`src/rtl/uart_pkg.sv`:
```
// Shared UART definitions: receiver state encoding, data-length encoding, oversample default.
package uart_pkg;

   localparam int unsigned UART_OVERSAMPLE = 16;

   typedef enum logic [2:0] {
      IDLE,
      START,
      DATA,
      PARITY,
      STOP1,
      STOP2,
      DONE
   } rx_state_e;

   typedef enum logic [1:0] {
      LEN_5 = 2'b00,
      LEN_6 = 2'b01,
      LEN_7 = 2'b10,
      LEN_8 = 2'b11
   } data_len_e;

   // Index of the final data bit for a given data_len encoding (5..8 bits -> 4..7).
   function automatic logic [2:0] last_bit_idx(input logic [1:0] len);
      return 3'(len) + 3'd4;
   endfunction

endpackage

```
`src/rtl/uart_rx_if.sv`:
```
// Receive-side byte handshake between uart_rx (master) and the host/FIFO stage (slave).
interface uart_rx_if;
   logic [7:0] rx_data;
   logic       rx_valid;
   logic       rx_ready;
   logic       frame_err;
   logic       parity_err;
   logic       rx_overrun;

   modport master (
      output rx_data, rx_valid, frame_err, parity_err, rx_overrun,
      input  rx_ready
   );

   modport slave (
      input  rx_data, rx_valid, frame_err, parity_err, rx_overrun,
      output rx_ready
   );
endinterface

```
`src/rtl/uart_sync.sv`:
```
// Multi-flop synchroniser for the asynchronous serial line; resets to the idle (high) level.
module uart_sync #(
   parameter int unsigned STAGES = 2
) (
   input  logic clk,
   input  logic rstn,
   input  logic d,
   output logic q
);

   logic [STAGES-1:0] ff;

   always_ff @(posedge clk or negedge rstn) begin
      if (!rstn) ff <= '1;
      else       ff <= {ff[STAGES-2:0], d};
   end

   assign q = ff[STAGES-1];

endmodule

```
`src/rtl/uart_rx.sv`:
```
// UART receiver: 16x-oversampled deserialiser with stop/parity checking and valid/ready output.
// Optional parity stage enabled by defining UART_PARITY_EN.
module uart_rx
   import uart_pkg::*;
#(
   parameter int unsigned OVERSAMPLE  = UART_OVERSAMPLE,
   parameter int unsigned SYNC_STAGES = 2
) (
   input  logic       clk,
   input  logic       rstn,
   input  logic       rx_tick,
   input  logic       rxd,
   input  logic [1:0] data_len,
   input  logic       stop2,
   input  logic       parity_odd,
   uart_rx_if.master  rx
);

   localparam int unsigned TW = $clog2(OVERSAMPLE);
   localparam logic [TW-1:0] MID_TICK  = TW'(OVERSAMPLE / 2 - 1);
   localparam logic [TW-1:0] FULL_TICK = TW'(OVERSAMPLE - 1);

   logic rxd_s;

   uart_sync #(.STAGES(SYNC_STAGES)) u_sync (
      .clk  (clk),
      .rstn (rstn),
      .d    (rxd),
      .q    (rxd_s)
   );

   rx_state_e     state, state_n;
   logic [TW-1:0] tick_cnt, tick_n;
   logic [2:0]    bit_cnt, bit_n;
   logic [7:0]    shreg, sh_n;
   logic [1:0]    len_q, len_n;
   logic          stop2_q, stop2_n;
   logic          podd_q, podd_n;
   logic          ferr_q, ferr_n;
   logic          perr_q, perr_n;
   logic          armed_q, armed_n;
   logic [7:0]    data_q, data_n;
   logic          valid_q, valid_n;
   logic          fo_q, fo_n;
   logic          po_q, po_n;
   logic          ovr_q, ovr_n;

   // State and datapath registers; everything is held unless the next-state logic changes it.
   always_ff @(posedge clk or negedge rstn) begin
      if (!rstn) begin
         state    <= IDLE;
         tick_cnt <= '0;
         bit_cnt  <= '0;
         shreg    <= '0;
         len_q    <= '0;
         stop2_q  <= 1'b0;
         podd_q   <= 1'b0;
         ferr_q   <= 1'b0;
         perr_q   <= 1'b0;
         armed_q  <= 1'b1;
         data_q   <= '0;
         valid_q  <= 1'b0;
         fo_q     <= 1'b0;
         po_q     <= 1'b0;
         ovr_q    <= 1'b0;
      end else begin
         state    <= state_n;
         tick_cnt <= tick_n;
         bit_cnt  <= bit_n;
         shreg    <= sh_n;
         len_q    <= len_n;
         stop2_q  <= stop2_n;
         podd_q   <= podd_n;
         ferr_q   <= ferr_n;
         perr_q   <= perr_n;
         armed_q  <= armed_n;
         data_q   <= data_n;
         valid_q  <= valid_n;
         fo_q     <= fo_n;
         po_q     <= po_n;
         ovr_q    <= ovr_n;
      end
   end

   always_comb begin
      state_n = state;
      tick_n  = tick_cnt;
      bit_n   = bit_cnt;
      sh_n    = shreg;
      len_n   = len_q;
      stop2_n = stop2_q;
      podd_n  = podd_q;
      ferr_n  = ferr_q;
      perr_n  = perr_q;
      armed_n = armed_q;
      data_n  = data_q;
      valid_n = valid_q;
      fo_n    = fo_q;
      po_n    = po_q;
      ovr_n   = 1'b0;

      if (valid_q && rx.rx_ready) valid_n = 1'b0;

      unique case (state)
         // After a frame whose last stop bit was low, wait for the line to go high again.
         IDLE: if (rx_tick) begin
            if (rxd_s) begin
               armed_n = 1'b1;
            end else if (armed_q) begin
               state_n = START;
               tick_n  = '0;
            end
         end

         START: if (rx_tick) begin
            if (tick_cnt == MID_TICK) begin
               tick_n = '0;
               if (rxd_s) begin
                  state_n = IDLE;
               end else begin
                  state_n = DATA;
                  len_n   = data_len;
                  stop2_n = stop2;
                  podd_n  = parity_odd;
                  bit_n   = '0;
                  sh_n    = '0;
                  ferr_n  = 1'b0;
                  perr_n  = 1'b0;
               end
            end else begin
               tick_n = tick_cnt + TW'(1);
            end
         end

         DATA: if (rx_tick) begin
            if (tick_cnt == FULL_TICK) begin
               tick_n         = '0;
               sh_n[bit_cnt]  = rxd_s;
               bit_n          = bit_cnt + 3'd1;
               if (bit_cnt == last_bit_idx(len_q)) begin
`ifdef UART_PARITY_EN
                  state_n = PARITY;
`else
                  state_n = STOP1;
`endif
               end
            end else begin
               tick_n = tick_cnt + TW'(1);
            end
         end

`ifdef UART_PARITY_EN
         PARITY: if (rx_tick) begin
            if (tick_cnt == FULL_TICK) begin
               tick_n  = '0;
               perr_n  = ((^shreg) ^ rxd_s) != podd_q;
               state_n = STOP1;
            end else begin
               tick_n = tick_cnt + TW'(1);
            end
         end
`endif

         STOP1: if (rx_tick) begin
            if (tick_cnt == FULL_TICK) begin
               tick_n  = '0;
               armed_n = rxd_s;
               if (!rxd_s) ferr_n = 1'b1;
               state_n = stop2_q ? STOP2 : DONE;
            end else begin
               tick_n = tick_cnt + TW'(1);
            end
         end

         STOP2: if (rx_tick) begin
            if (tick_cnt == FULL_TICK) begin
               tick_n  = '0;
               armed_n = rxd_s;
               if (!rxd_s) ferr_n = 1'b1;
               state_n = DONE;
            end else begin
               tick_n = tick_cnt + TW'(1);
            end
         end

         // Publish the frame; an unconsumed previous byte is overwritten and flagged.
         DONE: begin
            data_n  = shreg;
            fo_n    = ferr_q;
`ifdef UART_PARITY_EN
            po_n    = perr_q;
`else
            po_n    = 1'b0;
`endif
            valid_n = 1'b1;
            ovr_n   = valid_q && !rx.rx_ready;
            state_n = IDLE;
         end

         default: state_n = IDLE;
      endcase
   end

`ifndef UART_PARITY_EN
   logic unused_parity;
   assign unused_parity = podd_q ^ perr_q;
`endif

   assign rx.rx_data    = data_q;
   assign rx.rx_valid   = valid_q;
   assign rx.frame_err  = fo_q;
   assign rx.parity_err = po_q;
   assign rx.rx_overrun = ovr_q;

endmodule

```
`src/flat_wrapper.sv`:
```
// flat-port wrapper written by rule: the top's interface ports become plain ports
module uart_rx_flat import uart_pkg::*;
#(
   parameter int unsigned OVERSAMPLE  = UART_OVERSAMPLE,
   parameter int unsigned SYNC_STAGES = 2
)
  (clk, rstn, rx_tick, rxd, data_len, stop2, parity_odd, rx_rx_data, rx_rx_valid, rx_frame_err, rx_parity_err, rx_rx_overrun, rx_rx_ready);
  uart_rx_if rx_i ();
  input  logic clk;
  input  logic rstn;
  input  logic rx_tick;
  input  logic rxd;
  input  logic [1:0] data_len;
  input  logic stop2;
  input  logic parity_odd;
  output wire logic [$bits(rx_i.rx_data)-1:0] rx_rx_data;
  output wire logic [$bits(rx_i.rx_valid)-1:0] rx_rx_valid;
  output wire logic [$bits(rx_i.frame_err)-1:0] rx_frame_err;
  output wire logic [$bits(rx_i.parity_err)-1:0] rx_parity_err;
  output wire logic [$bits(rx_i.rx_overrun)-1:0] rx_rx_overrun;
  input wire logic [$bits(rx_i.rx_ready)-1:0] rx_rx_ready;
  assign rx_rx_data = rx_i.rx_data;
  assign rx_rx_valid = rx_i.rx_valid;
  assign rx_frame_err = rx_i.frame_err;
  assign rx_parity_err = rx_i.parity_err;
  assign rx_rx_overrun = rx_i.rx_overrun;
  assign rx_i.rx_ready = rx_rx_ready;
  uart_rx #(.OVERSAMPLE(OVERSAMPLE), .SYNC_STAGES(SYNC_STAGES)) u_core (.clk(clk), .rstn(rstn), .rx_tick(rx_tick), .rxd(rxd), .data_len(data_len), .stop2(stop2), .parity_odd(parity_odd), .rx(rx_i));
endmodule
```
`config.mk`:
```
export PLATFORM = sky130hd
export DESIGN_NAME = uart_rx_flat
export DESIGN_NICKNAME = d
export VERILOG_FILES = /design/src/rtl/uart_pkg.sv /design/src/rtl/uart_rx_if.sv /design/src/rtl/uart_sync.sv /design/src/rtl/uart_rx.sv /design/src/flat_wrapper.sv
export SDC_FILE = /design/constraint.sdc
export NUM_CORES = 1
export LEC_CHECK = 0
export ABC_CLOCK_PERIOD_IN_PS = 4100
export CORE_MARGIN = 4
export CORE_UTILIZATION = 27
export CTS_BUF_LIST = sky130_fd_sc_hd__clkbuf_16
export CTS_CLUSTER_SIZE = 14
export DETAILED_ROUTE_END_ITERATION = 10
export GPL_TIMING_DRIVEN = 0
export PLACE_DENSITY_LB_ADDON = 0.12
export REMOVE_ABC_BUFFERS = 1
export SYNTH_ARGS = -nofsm -noshare
export SYNTH_HDL_FRONTEND = slang
export SYNTH_SLANG_ARGS = --single-unit
```
`constraint.sdc`:
```
create_clock -name clk -period 4.1 [get_ports clk]
set_input_delay 0.615 -clock clk [delete_from_list [all_inputs] [get_ports clk]]
set_output_delay 0.615 -clock clk [all_outputs]
set_load 0.005 [all_outputs]
```
==> summary.md <==
| Metric | Value |
|---|---|
| Vias per cell | between 5 and 6 |
| Port buffer count | 18 |
| HP Class | reg -> reg |
| Layout cells sized above 1 | about an eighth |
| Diodes inserted | 0 |
| Core Box Area | 6310 sq um |
| Initial antenna violation count | 0 |
| RSZ-0062 raised after global routing | false |
| Die area | 7830 sq um |
| Total wire length | 3680 um |
| CTS clock-pin slew for the worst setup and hold paths | 50 ps |
| Wire per inst | 14.3 um |
| Pre-Repair DR Iteration Count | 4 |
| Max Cap Viol | 0 |
| Crit. End Element | register |
| Fraction of the cycle the final worst path needs | approximately 57% |
| Clk_skew | 3.27 ps |
| Fmax | 0.430 GHz |
| Skew-Pair Late Insertion Delay | between 200 and 300 ps |
| Final #Nets | ~190 |
| Max incr delay on CP | 560 ps |
| Worst path slowest cell | clkdlybuf4s50_1 |
| Synthesized instance count | 166 |
| Final Hold Vio Count | 0 |
| Synth warnings | 0 |
| Slew Limit Fails | 0 |
| Period minus WS final | 2330 ps |
| Static Leak | a little over 0.9 nW |
| Die X-Extent | 88.5 um |
| Routed Antenna Nets | 0 |
| Top Ports | 21 |
| R2R cell count | 4 |
| Worst path cell trace | clkdlybuf4s50_1 > nand3_1 > a211o_1 > nor2_4 > mux2_1 |
| Power Dens Cells | 462 nW/um^2 |
| Die H | 88.5 um |
| EDFF count, synth | 0 |
| Run status | finished clean |
| Share of the yosys chip area belonging to registers | 51.8% |
| CTS Root Cell | clkbuf_16 |
| Mapped Avg Cell Area | ~11 sq um |
| Area growth syn-to-layout | 20.2% |
| CTS tree | built |
| Crit path DAT | between 2000 and 2500 ps |
| Placer's final routability congestion estimate | 0.813 |
| Critical path class | in -> reg |
| # rows | 29 |
| Dpl hpwl | 2500 um |
| Num CTS Buffers | 5 |
| GRT Resource Usage Total | between 10% and 20% |
| Critical path required time | 4250 ps |
| First-pass GRT wire length | 6150 um |
| Area post-placement | 1970 sq um |
| Worst-margin pin slew | roughly 820 ps |
| H-tree Lvls | 2 |
| CP Max Fanout | 15 |
| Initial DRC count | 78 |
| Slew HR | 45.5% |
| Worst VDD drop | ~160 uV |
| DRC viols | 0 |
| Starting density of the core | 27.7% |
| Unique masters post-synth | 45 |
| Largest net degree at the start of global routing | 37 |
| CP Launch Type | input pin |
| GR Overflow Total | 0 |
| Synth async-reset ratio | 100% |
| # setup viols final | 0 |
| Vias | 1314 |
| Tot Pwr | around 0.97 mW |
| Yosys reg bits | 36 |
| Setup TNS | 0 ps |
| Cell area after layout | 2100 sq um |
| Post-Syn Area | 1750 sq um |
| Cts hold-fix bufs | 0 |
| Vias in the first global route | 1290 |
| # Post-CTS Setup Buffers | 0 |
| Clock sink count | 36 |
| Primary FF master, synth | dfrtp_1 |
| Cells on Worst Hold Path | 0 |
| Cts repair resizes | 0 |
| Maximum clock insertion buffer count | 2 |
## cells by family after synthesis
kind of cell / share of synthesized area (%)
AOI/OAI and AO/OA: 17.1
and+or+nand+nor: 15.7
DFF: 51.8
buffers and inverters: 4.01
muxes: 7.73
xor gates and xnor gates: 2.00
adders and majority gates: 1.43
other: 0.215
## critical path, delay by kind of cell
| kind | cells | cell delay, ps |
|---|---|---|
| AOI/OAI and AO/OA | 1 | 510 |
| muxes | 1 | 340 |
| buffers and inverters | 1 | 560 |
| and+or+nand+nor | 2 | 440 |
## per-layer routing
metal	vias up	wire [um]	GRT usage [%]	share of wire [%]
li1	630	-	-	-
met2	27	1870	16.9	51
met4	0	45	3.85	1.2
met3	4	151	3.07	4.1
met1	653	1620	12.5	44
met5	-	0	0	0
## per-stage QoR
| stage | setup slack [ps] | instances | utilization, % | hold slack (ps) |
|---|---|---|---|---|
| 2_1_floorplan | 2080 | 156 | - | 319 |
| 3_3_place_gp | 1510 | 251 | 31.3 | 349 |
| 3_5_place_dp | 1480 | 251 | 31.2 | 350 |
| 4_1_cts | 1770 | 258 | 33.3 | 358 |
| 5_1_grt | 1670 | 258 | 33.3 | 359 |
| 6_report | 1770 | 258 | 33.3 | 356 |
## power breakdown
| group | total [mW] | switching (mW) | internal [mW] |
|---|---|---|---|
| registers | 0.462 | 0.0668 | 0.395 |
| logic | 0.157 | 0.0758 | 0.0811 |
| clock network | 0.351 | 0.134 | 0.217 |
## final timing paths
kind	startpoint	to	slack, ps
max	rx_tick	u_core.stop2_q	1770
min	u_core.u_sync.ff[0]	u_core.u_sync.ff[1]	360
max reg2reg	u_core.tick_cnt[3]	u_core.stop2_q	1850
min reg2reg	u_core.u_sync.ff[0]	u_core.u_sync.ff[1]	360
max in group asynchronous	rstn	u_core.stop2_q	3150
min in group asynchronous	rstn	u_core.rx.rx_data[0]	430
## flip-flops by register name (all words and copies together), names as in the netlist
| register | flops |
|---|---|
| u_core.rx.rx_data | 8 |
| u_core.shreg | 8 |
| u_core.tick_cnt | 4 |
| u_core.bit_cnt | 3 |
| u_core.state | 3 |
| u_core.len_q | 2 |
| u_core.u_sync.ff | 2 |
| u_core.armed_q | 1 |
| u_core.ferr_q | 1 |
| u_core.rx.frame_err | 1 |
| u_core.rx.rx_overrun | 1 |
| u_core.rx.rx_valid | 1 |
| u_core.stop2_q | 1 |
## area by class of cell
cell class              count  area, sq um
fillers                   651         4210
flip-flops and latches     36          905
multi-input cells         115          773
repair buffers             18          175
clock buffers               5          125
well taps                  77         96.3
inverters                   5         18.8
clock inverters             2         7.51
## placed cells by master, fill, tap and decap left out, drive strengths merged, types with 5 or more instances in the layout
cell / n
clkbuf: 5
dfrtp: 33
nand2: 13
inv: 5
a31oi: 10
clkdlybuf4s50: 17
nand2b: 6
o21ai: 25
nor2: 8
mux2: 12
## cells in the mapped netlist (all sizes together), types with 2 or more instances
cell	number	area, sq um
dfrtp	33	826
o21ai	25	125
nand2	13	48.8
mux2	12	135
a31oi	10	62.6
nor2	8	37.5
clkbuf	6	22.5
nand2b	6	37.5
inv	5	18.8
buf	4	28.8
a21oi	3	15.0
dfstp	3	78.8
nand3	3	15.0
nor3b	3	27.5
o211ai	3	27.5
xor2	3	26.3
ha	2	25.0
nand3b	2	15.0
o31ai	2	15.0
or3b	2	17.5
(Power assumes the default switching activity.)
